### src/rtl/irq_pkg.sv
// Shared constants and state encoding for the 32-source interrupt encoder.
package irq_pkg;

  localparam int NUM_SRC = 32;
  localparam int IDX_W   = 5;

  typedef enum logic [1:0] {
    IDLE = 2'd0,
    REQ  = 2'd1,
    GAP  = 2'd2
  } state_t;

  localparam logic [IDX_W-1:0] IRQ_ID_RST = '0;

endpackage

### src/rtl/prio_enc32.sv
// Combinational 32-to-5 priority encoder, bit 0 highest priority.
module prio_enc32
  import irq_pkg::*;
(
  input  logic [NUM_SRC-1:0] i_vec,
  output logic [IDX_W-1:0]   o_idx,
  output logic               o_any,
  output logic               o_multi
);

  logic [NUM_SRC-1:0] w_minus1;

  assign w_minus1 = i_vec - {{(NUM_SRC-1){1'b0}}, 1'b1};
  assign o_any    = |i_vec;
  // Clearing the lowest set bit leaves something only if two or more were set.
  assign o_multi  = |(i_vec & w_minus1);

  always_comb begin
    o_idx = '0;
    for (int i = NUM_SRC - 1; i >= 0; i--) begin
      if (i_vec[i]) o_idx = IDX_W'(i);
    end
  end

endmodule

### src/rtl/irq_encoder32.sv
// Interrupt encoder: edge capture into sticky pending, mask, and valid/ack presentation.
// state | meaning
// IDLE  | no request presented; waiting for en and a masked pending bit
// REQ   | irq_id frozen and presented until ack
// GAP   | one cycle of irq_valid=0 between back-to-back requests
module irq_encoder32
  import irq_pkg::*;
(
  input  logic               clk,
  input  logic               rst_n,
  input  logic               en,
  input  logic [NUM_SRC-1:0] irq_in,
  input  logic [NUM_SRC-1:0] mask,
  input  logic               ack,
  input  logic               clr_all,
  output logic               irq_valid,
  output logic [IDX_W-1:0]   irq_id,
  output logic [NUM_SRC-1:0] pending,
  output logic               irq_multi
);

  logic [NUM_SRC-1:0] r_prev_irq;
  logic [NUM_SRC-1:0] r_pending;
  logic               r_valid;
  logic [IDX_W-1:0]   r_id;
  logic               r_multi;
  state_t             r_state;

  logic [NUM_SRC-1:0] w_rise;
  logic [NUM_SRC-1:0] w_clr;
  logic [NUM_SRC-1:0] w_mp;
  logic [NUM_SRC-1:0] w_pending_nxt;
  logic [IDX_W-1:0]   w_idx;
  logic               w_any;
  logic               w_multi;
  logic               w_ack_acc;
  state_t             w_state_nxt;
  logic               w_valid_nxt;
  logic [IDX_W-1:0]   w_id_nxt;

  assign w_rise    = irq_in & ~r_prev_irq;
  assign w_mp      = r_pending & mask;
  assign w_ack_acc = (r_state == REQ) && ack;

  always_comb begin
    w_clr = '0;
    if (w_ack_acc) w_clr[r_id] = 1'b1;
    if (clr_all)   w_clr = '1;
  end

  // OR-ing the rise after the clear keeps an event that lands on the clearing edge.
  assign w_pending_nxt = (r_pending & ~w_clr) | w_rise;

  prio_enc32 u_prio (
    .i_vec   (w_mp),
    .o_idx   (w_idx),
    .o_any   (w_any),
    .o_multi (w_multi)
  );

  always_comb begin
    w_state_nxt = r_state;
    w_valid_nxt = r_valid;
    w_id_nxt    = r_id;
    case (r_state)
      IDLE: begin
        w_valid_nxt = 1'b0;
        if (en && w_any) begin
          w_state_nxt = REQ;
          w_valid_nxt = 1'b1;
          w_id_nxt    = w_idx;
        end
      end
      REQ: begin
        w_valid_nxt = 1'b1;
        if (ack) begin
          w_state_nxt = GAP;
          w_valid_nxt = 1'b0;
        end
      end
      GAP: begin
        w_state_nxt = IDLE;
        w_valid_nxt = 1'b0;
      end
      default: begin
        w_state_nxt = IDLE;
        w_valid_nxt = 1'b0;
      end
    endcase
  end

  always_ff @(posedge clk or negedge rst_n) begin
    if (!rst_n) begin
      r_state    <= IDLE;
      r_valid    <= 1'b0;
      r_id       <= IRQ_ID_RST;
      r_prev_irq <= '0;
      r_pending  <= '0;
      r_multi    <= 1'b0;
    end else begin
      r_state    <= w_state_nxt;
      r_valid    <= w_valid_nxt;
      r_id       <= w_id_nxt;
      r_prev_irq <= irq_in;
      r_pending  <= w_pending_nxt;
      r_multi    <= w_multi;
    end
  end

  assign irq_valid = r_valid;
  assign irq_id    = r_id;
  assign pending   = r_pending;
  assign irq_multi = r_multi;

endmodule

### config.mk
export PLATFORM = sky130hd
export DESIGN_NAME = irq_encoder32
export DESIGN_NICKNAME = d
export VERILOG_FILES = /design/src/rtl/irq_pkg.sv /design/src/rtl/prio_enc32.sv /design/src/rtl/irq_encoder32.sv
export SDC_FILE = /design/constraint.sdc
export NUM_CORES = 1
export LEC_CHECK = 0
export CAP_MARGIN = 20
export CORE_UTILIZATION = 47
export DETAILED_ROUTE_END_ITERATION = 8
export GPL_TIMING_DRIVEN = 1
export PLACE_DENSITY_LB_ADDON = 0.12
export SLEW_MARGIN = 20
export SYNTH_ARGS = -nofsm -noshare
export SYNTH_HDL_FRONTEND = slang
export SYNTH_SLANG_ARGS = --single-unit
### constraint.sdc
create_clock -name clk -period 2.1 [get_ports clk]
set_clock_uncertainty 0.15 [all_clocks]
set_input_delay 0.42 -clock clk [delete_from_list [all_inputs] [get_ports clk]]
set_output_delay 0.42 -clock clk [all_outputs]
set_load 0.005 [all_outputs]
Yosys cells after proc, flatten, opt, wreduce, memory -nomap -nowiden
Cells that the tools add are included.
{"block": "word_totals", "reg_bits": 73, "out_inout_bits": 39, "in_bits": 69, "latchBits": 0, "memories": 0, "ram_bits": 0, "word_cells": 69, "rom_bits": 0}
{"block": "classes", "n_addsub": 1, "n_mux": 42, "n_div": 0, "reduce_logical": 8, "n_mul": 0, "bitwise_logic": 7, "eq_ne": 3, "order_cmp": 2, "n_shift": 0}
{"op": "2-to-1 mux 5 bit", "count": 32}
{"op": "bitwise AND 32 bit", "count": 4}
{"op": "2-to-1 mux 32 bit", "count": 2}
{"op": "NOT 32 bit", "count": 2}
{"op": "OR reduction 32 bit", "count": 2}
{"op": "bitwise OR 32 bit", "count": 1}
{"op": "subtractor 32 x 1 -> 32 bit, second input constant", "count": 1}
{"op": "less-than comparator 5 x 6 -> 1 bit, second input constant", "count": 1}
{"op": "demux 1 bit (select 5 bit)", "count": 1}
{"op": "greater-or-equal comparator 5 x 1 -> 1 bit, second input constant", "count": 1}
{"op": "2-to-1 mux 2 bit", "count": 2}
{"op": "inequality test 2 bit, second input constant", "count": 2}
{"op": "one-hot mux 2 bit (2 select lines)", "count": 1}
{"op": "AND reduction 2 bit", "count": 2}
{"op": "logical AND 1 bit", "count": 3}
{"op": "2-to-1 mux 1 bit", "count": 3}
{"op": "equality test 2 x 1 -> 1 bit, second input constant", "count": 1}
{"op": "zero test 2 bit", "count": 1}
{"op": "one-hot mux 1 bit (2 select lines)", "count": 1}

Depth between registers and ports, before layout
Gate-level depths: netlist (run 1).
{"block": "depth", "word_depth": 33, "depth_mapped": 8, "mapped_depth_nobuf": 7}

Modules after synthesis
Synthesis (run 1) repeated with hierarchy kept, for this count alone.
{"block": "hier_totals", "cells_unflattened": 348, "area_unflattened_um2": 3503.4}
{"module": "irq_encoder32", "area_per_inst_um2": 2813.9, "cells_per_inst": 232, "instances": 1, "seq_area_each_um2": 1826.8}
{"module": "prio_enc32", "area_per_inst_um2": 689.4, "cells_per_inst": 116, "instances": 1, "seq_area_each_um2": 0.0}

Worst setup path after synthesis (run 1)
Ideal clock, no wire load.
{"block": "synth_timing", "path_type": "register -> register", "from": "register r_pending[5], in the netlist pending[5]", "to": "register r_multi, in the netlist irq_multi", "stages_incl_launch_ff": 7, "t_arrival_ps": 1616, "required_ps": 1814, "synth_period_minus_slack_ps": 1902, "path_slack_ps": 198, "cell_sequence": "dfrtp_1 > a22oi_2 > nand4_4 > nor3_4 > a21oi_1 > nor4_2 > nand4_1"}
{"block": "synth_between", "elab_chain_cells": 4}
{"item": "start, declared", "line": "irq_encoder32.sv:23", "source": "logic [NUM_SRC-1:0] r_pending;"}
{"item": "start signal, assigned", "line": "irq_encoder32.sv:105", "source": "r_pending <= w_pending_nxt;"}
{"item": "bitwise AND 32 bit (*)", "line": "irq_encoder32.sv:42", "source": "assign w_mp = r_pending & mask;"}
{"item": "subtractor 32 x 1 -> 32 bit", "line": "prio_enc32.sv:13", "source": "assign w_minus1 = i_vec - {{(NUM_SRC-1){1'b0}}, 1'b1};"}
{"item": "bitwise AND 32 bit (*)", "line": "prio_enc32.sv:16", "source": "assign o_multi = |(i_vec & w_minus1);"}
{"item": "OR reduction 32 bit (*)", "line": "prio_enc32.sv:16"}
{"item": "via u_prio.o_multi", "line": "prio_enc32.sv:8", "source": "output logic o_multi"}
{"item": "end signal, assigned", "line": "irq_encoder32.sv:106", "source": "r_multi <= w_multi;"}
{"item": "end, declared", "line": "irq_encoder32.sv:26", "source": "logic r_multi;"}
The timed path passes the listed nets; every way through them passes the cells marked *.
A chain may end at the register's enable or synchronous reset.

Worst setup path in the final report (run 1)
{"block": "layout_timing", "from": "input mask[24]", "to": "register r_multi, in the netlist irq_multi"}
{"block": "layout_between", "elab_chain_cells": 4}
{"item": "start, declared", "line": "irq_encoder32.sv:13", "source": "input logic [NUM_SRC-1:0] mask,"}
{"item": "bitwise AND 32 bit (*)", "line": "irq_encoder32.sv:42"}
{"item": "subtractor 32 x 1 -> 32 bit", "line": "prio_enc32.sv:13"}
{"item": "bitwise AND 32 bit (*)", "line": "prio_enc32.sv:16"}
{"item": "OR reduction 32 bit (*)", "line": "prio_enc32.sv:16"}
{"item": "via u_prio.o_multi", "line": "prio_enc32.sv:8"}
Marks and branches as above.

==> results by group, run 1 <==
STA
  • Slew @ Worst Pin: roughly 0.44 ns
  • Post-route clock period utilization: 0.978
  • Max-slew violations: 0
  • Unrepaired setup endpoints after global routing: yes
  • F_max: 487 MHz
  • Worst setup margin: between 0.04 and 0.05 ns
  • Relative slew slack: 0.704
  • Hold slack final: between 0.2 and 0.3 ns
  • Hold Vio Cnt, Final: 0
  • # setup viols final: 0
  • Minimum clock period: ~2.1 ns
  • Sum Neg Setup Slack: 0 ns

Placement
  • Post-DP HPWL: 9450 um
  • DP Worst Slack: -0.551 ns
  • GP Congestion: roughly 0.9
  • PortBufs: 107
  • Post-DP Area: around 5500 um2
  • Placed Cells: 673

Yosys
  • Mapped Cells: about 390
  • Yosys reg bits: 73
  • Largest area contributor in the netlist: dfrtp_1
  • Syn_nets: 455
  • Cell area after synthesis: 3650 um2
  • Number of flops mapped to enable cells by yosys: 0
  • Yosys cell types: 51
  • Ranking of synthesized cells by area: dfrtp_1 50%, nand2_1 5.6%, inv_1 3.9%
  • Ys async rst share: 1.00
  • Syn avg cell area: 9.46 um2
  • Seq/Total Area, Yosys: 0.501
  • Post-synth top area share: 0.501
  • Prevailing post-synth register cell: dfrtp_1
  • Yosys warning total: 0

CTS
  • Clock Tree Buf Depth: 2
  • CTS tree: built
  • Num Clock Sinks: 73
  • Clk_lat worst skew: 0.35 ns
  • Num CTS Buffers: 9
  • # H-tree levels: 3
  • CTS root buf: clkbuf_8
  • Worst-path clk slew: ~0.080 ns

Routing
  • Vias: 3991
  • Routed Antenna Nets: 0
  • WL final: 12700 um
  • Drt pass-1 iters: 5
  • Avg WL per Cell: 18.0 um
  • Via-per-instance ratio: ~5.7
  • Initial drt markers: 213
  • DRC: 0

Global routing
  • First-pass GRT wire length: between 15000 and 20000 um
  • Congestion Overflow GR: 0
  • Largest net degree at the start of global routing: between 70 and 80
  • Antenna violations before repair: 0
  • Total GRT Usage: 0.320
  • Vias in the first global route: 4067

Floorplan
  • Initial core utilization: 0.495
  • Core Area: 7370 um2
  • I/O pin cnt: 108
  • Die Width: 90.1 um
  • DIE HEIGHT: roughly 90 um
  • Std cell rows: 31
  • Die area: about 8100 um2

Critical path
  • RR Startpoint: pending[7]$_DFF_PN0_
  • WS Path Type: in2reg
  • CP required: 2.16 ns
  • CP startpoint: mask[24]
  • CP Max Fanout: 4
  • Worst Setup End Kind: flip-flop
  • Critical Path Source Type: primary input
  • Critical path arrival: 2.12 ns

Finish
  • Fin cells: 705
  • Commonest non-fill, non-tap cell in the layout: buf_4
  • Most frequent cells in the layout: 99 x buf_4, 86 x clkdlybuf4s50_1, 72 x dfrtp_1
  • # nets final: 670
  • Area grow syn2layout: 62.1%
  • Core Util, Final: 0.803
  • Layout cell share with drive strength beyond 1: 0.236
  • Ant diodes: 0
  • Design area: 5920 um2

Min path
  • Worst hold path type: reg2reg
  • Worst hold start: r_prev_irq[4]$_DFF_PN0_

Pwr
  • Leakage: 2.76 nW
  • VDD IR max: 0.521 mV
  • Pwr dens: around 750 nW/um2
  • Power Total: 4.41 mW

Job
  • Max-cap violations: 0

Run status
  • Status: finished clean
Yosys cell counts (8+ instances only):
cell type  number
inv_1          38
nand3_1        16
nand3b_1       18
nand2_1        54
nor2_1          9
a21oi_1        11
nor2b_1        21
dfrtp_1        73
a22oi_1         9
a31oi_1         8
o21ai_1        26
o21ai_0        24
repair_timing:
action | in CTS | in global routing
hold buffers | 1 | 0
endpoints found under the setup margin | 6 | 5
pin swaps | 13 | 20
buffers inserted | 8 | 6
endpoints found under the hold margin | 73 | 0
gates cloned | 0 | 1
gates resized for setup | 16 | 15
power breakdown:
part / leakage (nW) / switching [mW] / internal (mW) / total, mW
Clock: 0.113 / 0.537 / 0.701 / 1.24
Combinational: 1.77 / 0.698 / 0.779 / 1.48
Sequential: 0.870 / 0.145 / 1.55 / 1.69
critical path, cell delays in order:
cell,delay [ns]
clkdlybuf4s50_1,0.45
a22oi_2,0.23
nand3_1,0.13
buf_4,0.17
a211oi_2,0.20
a22oi_2,0.08
nor4_2,0.31
nand4_1,0.12
registers in the layout (all words and copies together), names as in the netlist:
| signal | flops |
|---|---|
| irq_id | 5 |
| irq_multi | 1 |
| irq_valid | 1 |
| pending | 32 |
| r_prev_irq | 32 |
| r_state | 2 |
cells by family after synthesis:
| kind of cell | share of synthesized area |
|---|---|
| AND/OR/NAND/NOR | 0.219 |
| buffers and inverters | 0.0473 |
| flip-flops | 0.501 |
| multiplexers | 0.00549 |
| AO/OA/AOI/OAI | 0.228 |
final cells by class:
cell class / count / area [um2]
Fill cell: 448 / 1450
Tap cell: 99 / 124
Clock inverter: 5 / 78.8
Inverter: 39 / 146
Timing Repair Buffer: 210 / 1890
Clock buffer: 11 / 141
Multi-Input combinational cell: 268 / 1710
Sequential cell: 73 / 1830
metal layers:
layer / GRT usage / up-vias / part of all wire / wire length (um)
met1: 0.401 / 1949 / 0.41 / 5210
li1: - / 1826 / - / -
met4: 0.133 / 0 / 0.024 / 310
met3: 0.0474 / 30 / 0.058 / 728
met2: 0.551 / 186 / 0.51 / 6410
met5: 0 / - / 0 / 0
worst paths after layout:
| check | slack (ns) | to | cells past startpoint |
|---|---|---|---|
| setup / recovery | 0.05 | irq_multi$_DFF_PN0_ | 8 |
| hold / removal | 0.26 | pending[4]$_DFF_PN0_ | 1 |
| setup reg to reg | 0.09 | irq_multi$_DFF_PN0_ | 7 |
| hold reg to reg | 0.26 | pending[4]$_DFF_PN0_ | 1 |
| max in group asynchronous | 1.01 | irq_id[3]$_DFFE_PN0P_ | 3 |
| min in group asynchronous | 0.48 | r_prev_irq[29]$_DFF_PN0_ | 3 |
No activity file was read; power rests on OpenSTA's default activity.
==> run 2, diff against run 1 <==
--- a/config.mk
+++ b/config.mk
@@ -5,8 +5,9 @@
 export SDC_FILE = /design/constraint.sdc
 export NUM_CORES = 1
 export LEC_CHECK = 0
+export ABC_AREA = 1
 export CAP_MARGIN = 20
-export CORE_UTILIZATION = 47
+export CORE_UTILIZATION = 46
 export DETAILED_ROUTE_END_ITERATION = 8
 export GPL_TIMING_DRIVEN = 1
 export PLACE_DENSITY_LB_ADDON = 0.12
==> results by group, run 2 <==
Floorplan
  • Std cell rows: 30
  • I/O pin cnt: between 100 and 150
  • Die Width: 87.9 um
  • DIE HEIGHT: 87.9 um
  • Core Area: slightly below 7000 um2
  • Die area: slightly below 8000 um2
  • Initial core utilization: 0.489

Min path
  • Worst Hold End: pending[22]$_DFF_PN0_
  • Worst hold path stage count: 1
  • Worst hold path type: reg2reg
  • Worst hold start: r_prev_irq[22]$_DFF_PN0_

Critical path
  • Worst Setup End Kind: flip-flop
  • CP peak stage delay: between 0.4 and 0.5 ns
  • RR Startpoint: pending[31]$_DFF_PN0_
  • CP Max Fanout: 2
  • CP required: between 2 and 2.5 ns
  • Reg2reg setup slack: -0.45 ns
  • Most used cell, CP: nand2_1
  • Reg2reg path depth: 34
  • Slowest CP cell: dfrtp_1
  • Critical Path Source Type: flip-flop
  • WS Path Type: reg2reg
  • Critical path arrival: 2.64 ns
  • R2r endpoint: irq_id[0]$_DFFE_PN0P_

Yosys
  • Post-synth top area share: 0.538
  • Yosys cell types: 31
  • Mapped Cells: slightly below 400
  • Ys async rst share: 1.00
  • Syn_nets: roughly 470
  • Cell area after synthesis: 3390 um2
  • Yosys warning total: 0
  • Syn avg cell area: 8.53 um2
  • Commonest cells in the netlist: 99 x nand2_1, 73 x dfrtp_1, 49 x inv_1, 39 x nor2_1, 23 x o22ai_1
  • Yosys reg bits: 73
  • Largest area contributor in the netlist: dfrtp_1
  • Number of flops mapped to enable cells by yosys: 0
  • Seq/Total Area, Yosys: 0.538
  • Ranking of synthesized cells by area: dfrtp_1 54%, nand2_1 11%, inv_1 5.4%
  • Most frequent cell after synthesis: nand2_1
  • Prevailing post-synth register cell: dfrtp_1

CTS
  • Num CTS Buffers: 9
  • Worst-path clk slew: 0.07 ns
  • # H-tree levels: 3
  • Clk_lat worst skew: 0.35 ns
  • CTS tree: built
  • Num Clock Sinks: 73
  • Clock Tree Buf Depth: 2
  • CTS root buf: clkbuf_8

Run status
  • Status: finished, violations left
  • Failing checks: negative setup slack

Finish
  • # nets final: roughly 700
  • Fin cells: approximately 740
  • Commonest non-fill, non-tap cell in the layout: buf_4
  • Area grow syn2layout: 71.5%
  • Layout cell share with drive strength beyond 1: 0.296
  • Ant diodes: 0
  • # fillers: approximately 430
  • Core Util, Final: 0.839
  • Most frequent cells in the layout: 119 x buf_4, 96 x clkdlybuf4s50_1, 86 x nand2_1

Routing
  • Via-per-instance ratio: 5.28
  • WL final: 11400 um
  • Routed Antenna Nets: 0
  • DRC: 0
  • Avg WL per Cell: 15.5 um
  • Drt pass-1 iters: 5
  • Initial drt markers: slightly above 300
  • Vias: 3890

STA
  • Post-route clock period utilization: 1.21
  • Hold Vio Cnt, Final: 0
  • Worst setup margin: -0.451 ns
  • F_max: 392 MHz
  • Unrepaired setup endpoints after global routing: yes
  • Sum Neg Setup Slack: -0.962 ns
  • Slew @ Worst Pin: 0.718 ns
  • Minimum clock period: 2.55 ns
  • # setup viols final: 5
  • Relative slew slack: 0.520
  • Max-slew violations: 0

Global routing
  • Largest net degree at the start of global routing: 74
  • First-pass GRT wire length: about 17000 um
  • Vias in the first global route: 3858
  • Antenna violations before repair: 0
  • Congestion Overflow GR: 0
  • Total GRT Usage: 0.296

Pwr
  • Pwr dens: between 600 and 700 nW/um2
  • VDD IR max: 0.580 mV
  • Leakage: 2.85 nW

Job
  • Max-cap violations: 0

Placement
  • GP Congestion: 0.858
  • Post-DP HPWL: ~7800 um
  • DP Worst Slack: -0.985 ns
  • Placed Cells: 704
  • PortBufs: 107
[run 2: changes by cell type after synthesis, sizes merged, moves of 4 or more]
cell	previous run	this run
a22oi	18	1
clkbuf	7	3
nand2	54	114
nor2	9	44
o32ai	4	0
nand3b	18	0
o211ai	3	13
o21ai	50	21
o22ai	2	23
nand4	7	3
inv	39	53
nor2b	21	0
[run 2: worst max path at each step]
stage / endpoint / start / slack, ns / cells after the start
2_1_floorplan: irq_multi$_DFF_PN0_ / mask[3] / -0.09 / 15
3_3_place_gp: irq_multi$_DFF_PN0_ / mask[2] / -0.87 / 14
3_5_place_dp: irq_multi$_DFF_PN0_ / mask[3] / -0.98 / 14
4_1_cts: irq_multi$_DFF_PN0_ / pending[1]$_DFF_PN0_ / -0.54 / 13
5_1_grt: irq_id[0]$_DFFE_PN0P_ / pending[31]$_DFF_PN0_ / -0.73 / 34
6_report: irq_id[0]$_DFFE_PN0P_ / pending[31]$_DFF_PN0_ / -0.45 / 34
[run 2: worst max-delay path: cells and delay by family (launching register included)]
kind          cells  cell delay, ns
simple gates     33            1.83
flops             1            0.41
buf+inv           1            0.03
[run 2: final cells by class]
type | count | area, um2 | area share
Timing Repair Buffer | 232 | 2050 | 0.351
Inverter | 54 | 208 | 0.0357
Multi-Input combinational cell | 268 | 1470 | 0.253
Clock buffer | 10 | 128 | 0.0219
Clock inverter | 4 | 22.5 | 0.00387
Sequential cell | 73 | 1830 | 0.314
Tap cell | 96 | 120 | 0.0206
[run 2: logic make-up after synthesis]
| family | share of synthesized area |
|---|---|
| AOI/OAI and AO/OA | 0.143 |
| adders and majority gates | 0.00295 |
| buffers and inverters | 0.0634 |
| DFF | 0.538 |
| and+or+nand+nor | 0.252 |
[run 2: per-layer routing]
metal	GRT usage	up-vias	share of wire	routed length, um
met5	0	-	0	0
li1	-	1808	-	-
met2	0.509	206	0.50	5700
met3	0.0679	43	0.071	817
met4	0.121	0	0.035	397
met1	0.360	1833	0.40	4510
[run 2: power breakdown]
part | internal (mW) | switching, mW | total (mW) | leakage [nW]
Clock | 0.409 | 0.497 | 0.906 | 0.0778
Sequential | 1.55 | 0.136 | 1.68 | 0.872
Combinational | 0.723 | 0.659 | 1.38 | 1.90
[run 2: timing repair]
action / CTS / global route
hold buffers: 1 / 0
hold endpoints to repair: 73 / 0
endpoints found under the setup margin: 8 / 8
buffers inserted: 11 / 8
pin swaps: 17 / 24
gates resized for setup: 22 / 30
[run 2: metrics by stage]
stage,power (mW),cell area [um2],hold slack (ns)
final,3.97,5820,0.270
after detailed placement,2.93,5400,0.264
after global placement,2.89,5400,0.253
after global routing,4.16,5820,0.289
after CTS,3.89,5690,0.274
after floorplan,2.12,3400,-0.0256
==> run 3, diff against run 2 <==
--- a/config.mk
+++ b/config.mk
@@ -7,6 +7,7 @@
 export LEC_CHECK = 0
 export ABC_AREA = 1
 export CAP_MARGIN = 20
+export CORE_MARGIN = 4
 export CORE_UTILIZATION = 46
 export DETAILED_ROUTE_END_ITERATION = 8
 export GPL_TIMING_DRIVEN = 1
==> results by group, run 3 (synthesized netlist as in run 2, its figures left out) <==
Critical path
  • Critical path arrival: 2.57 ns
  • CP Max Fanout: 4
  • WS Path Type: reg2reg
  • Worst Setup End Kind: flip-flop
  • CP startpoint: pending[2]$_DFF_PN0_
  • Reg2reg setup slack: -0.42 ns
  • RR Startpoint: pending[2]$_DFF_PN0_
  • CP required: ~2.2 ns
  • Reg2reg path depth: 13
  • R2r endpoint: irq_multi$_DFF_PN0_
  • Critical Path Source Type: flip-flop

Floorplan
  • I/O pin cnt: 108
  • Die Width: about 94 um
  • Std cell rows: 31
  • DIE HEIGHT: between 90 and 100 um
  • Initial core utilization: 0.471
  • Die area: between 8000 and 9000 um2
  • Core Area: 7210 um2

Global routing
  • Antenna violations before repair: 0
  • First-pass GRT wire length: 17500 um
  • Total GRT Usage: 0.254
  • Largest net degree at the start of global routing: 74
  • Vias in the first global route: roughly 3800
  • Congestion Overflow GR: 0

STA
  • Max-slew violations: 0
  • F_max: 397 MHz
  • Slew @ Worst Pin: 0.884 ns
  • Unrepaired setup endpoints after global routing: yes
  • Hold Vio Cnt, Final: 0
  • Sum Neg Setup Slack: -1.67 ns
  • Worst setup margin: -0.417 ns
  • # setup viols final: 8
  • Relative slew slack: 0.410
  • Minimum clock period: 2.52 ns
  • Post-route clock period utilization: 1.20

CTS
  • # H-tree levels: 3
  • CTS tree: built
  • Num Clock Sinks: 73
  • Worst-path clk slew: 0.08 ns
  • Num CTS Buffers: 9
  • CTS root buf: clkbuf_8
  • Clock Tree Buf Depth: 2
  • Clk_lat worst skew: between 0.3 and 0.4 ns

Min path
  • Worst hold start: r_prev_irq[20]$_DFF_PN0_
  • Worst hold path type: reg2reg
  • Worst Hold End: pending[20]$_DFF_PN0_
  • Worst hold path stage count: 1

Routing
  • Initial drt markers: 262
  • Drt pass-1 iters: 5
  • Via-per-instance ratio: approximately 5.1
  • Vias: 3781
  • Routed Antenna Nets: 0
  • WL final: 11500 um
  • DRC: 0
  • Avg WL per Cell: 15.5 um

Run status
  • Status: finished, violations left
  • Failing checks: negative setup slack

Finish
  • Most frequent cells in the layout: 115 x buf_4, 96 x clkdlybuf4s50_1, 88 x nand2_1
  • # fillers: roughly 470
  • Commonest non-fill, non-tap cell in the layout: buf_4
  • Layout cell share with drive strength beyond 1: 0.293
  • # nets final: 706
  • Area grow syn2layout: 72.7%
  • Ant diodes: 0

Pwr
  • Leakage: ~2.8 nW
  • Pwr dens: 685 nW/um2
  • VDD IR max: 0.404 mV
  • Power Total: roughly 4 mW

Job
  • Max-cap violations: 0

Placement
  • PortBufs: 107
  • GP Congestion: 0.897
  • Post-DP HPWL: about 8000 um
  • DP Worst Slack: -0.955 ns
-- run 3: cell count changes in the layout (fill, tap and decap cells not counted), sizes merged --
cell / before / now
dlygate4sd2: 6 / 7
dlymetal6s2s: 4 / 3
clkinv: 3 / 5
buf: 125 / 124
clkbuf: 10 / 12
clkinvlp: 1 / 0
inv: 54 / 53
-- run 3: repair_timing --
action / 4_1_cts / 5_1_grt
setup endpoints to repair: 8 / 8
hold buffers: 1 / 0
gates resized for setup: 26 / 31
endpoints found under the hold margin: 73 / 0
buffers inserted: 12 / 7
pin swaps: 13 / 18
-- run 3: worst max path at each step --
| stage | endpoint | depth (start not counted) | slack [ns] |
|---|---|---|---|
| floorplan | irq_multi$_DFF_PN0_ | 15 | -0.09 |
| global placement | irq_multi$_DFF_PN0_ | 14 | -0.89 |
| detailed placement | irq_multi$_DFF_PN0_ | 14 | -0.95 |
| CTS | irq_multi$_DFF_PN0_ | 13 | -0.49 |
| global route | irq_id[0]$_DFFE_PN0P_ | 34 | -0.67 |
| finish | irq_multi$_DFF_PN0_ | 13 | -0.42 |
-- run 3: metrics by stage --
stage / util / area [um2] / hold WS (ns) / cells
floorplan: - / 3400 / -0.0256 / 398
global placement: 0.746 / 5380 / 0.253 / 705
detailed placement: 0.746 / 5380 / 0.257 / 705
CTS: 0.790 / 5700 / 0.267 / 734
global route: 0.812 / 5860 / 0.285 / 741
finish: 0.812 / 5860 / 0.268 / 741
-- run 3: layer usage --
| metal | part of all wire | vias to the layer above | global-route usage |
|---|---|---|---|
| met1 | 0.39 | 1771 | 0.320 |
| met3 | 0.071 | 36 | 0.0457 |
| li1 | - | 1812 | - |
| met2 | 0.50 | 162 | 0.431 |
| met4 | 0.036 | 0 | 0.101 |
| met5 | 0 | - | 0 |
-- run 3: power by group --
group / switching, mW / internal, mW
logic: 0.671 / 0.735
clock network: 0.511 / 0.423
registers: 0.127 / 1.55
-- run 3: final cells by class --
| class | count | area, um2 | area share |
|---|---|---|---|
| clock inverters | 4 | 20.0 | 0.00342 |
| clock buffers | 12 | 135 | 0.0231 |
| flip-flops and latches | 73 | 1830 | 0.312 |
| multi-input cells | 268 | 1490 | 0.255 |
| well taps | 99 | 124 | 0.0211 |
| repair buffers | 231 | 2050 | 0.349 |
| inverters | 54 | 215 | 0.0367 |
-- run 3: worst max-delay path: stages (launching register included) --
cell	delay [ns]
dfrtp_1	0.41
nand2_2	0.09
nand2_2	0.08
nor2_4	0.14
nand4_4	0.10
nor2_4	0.12
buf_6	0.11
nand3_4	0.07
nor3_4	0.24
a31oi_1	0.11
nor3_1	0.20
o2111ai_1	0.21
nor4_2	0.24
nand4_1	0.12
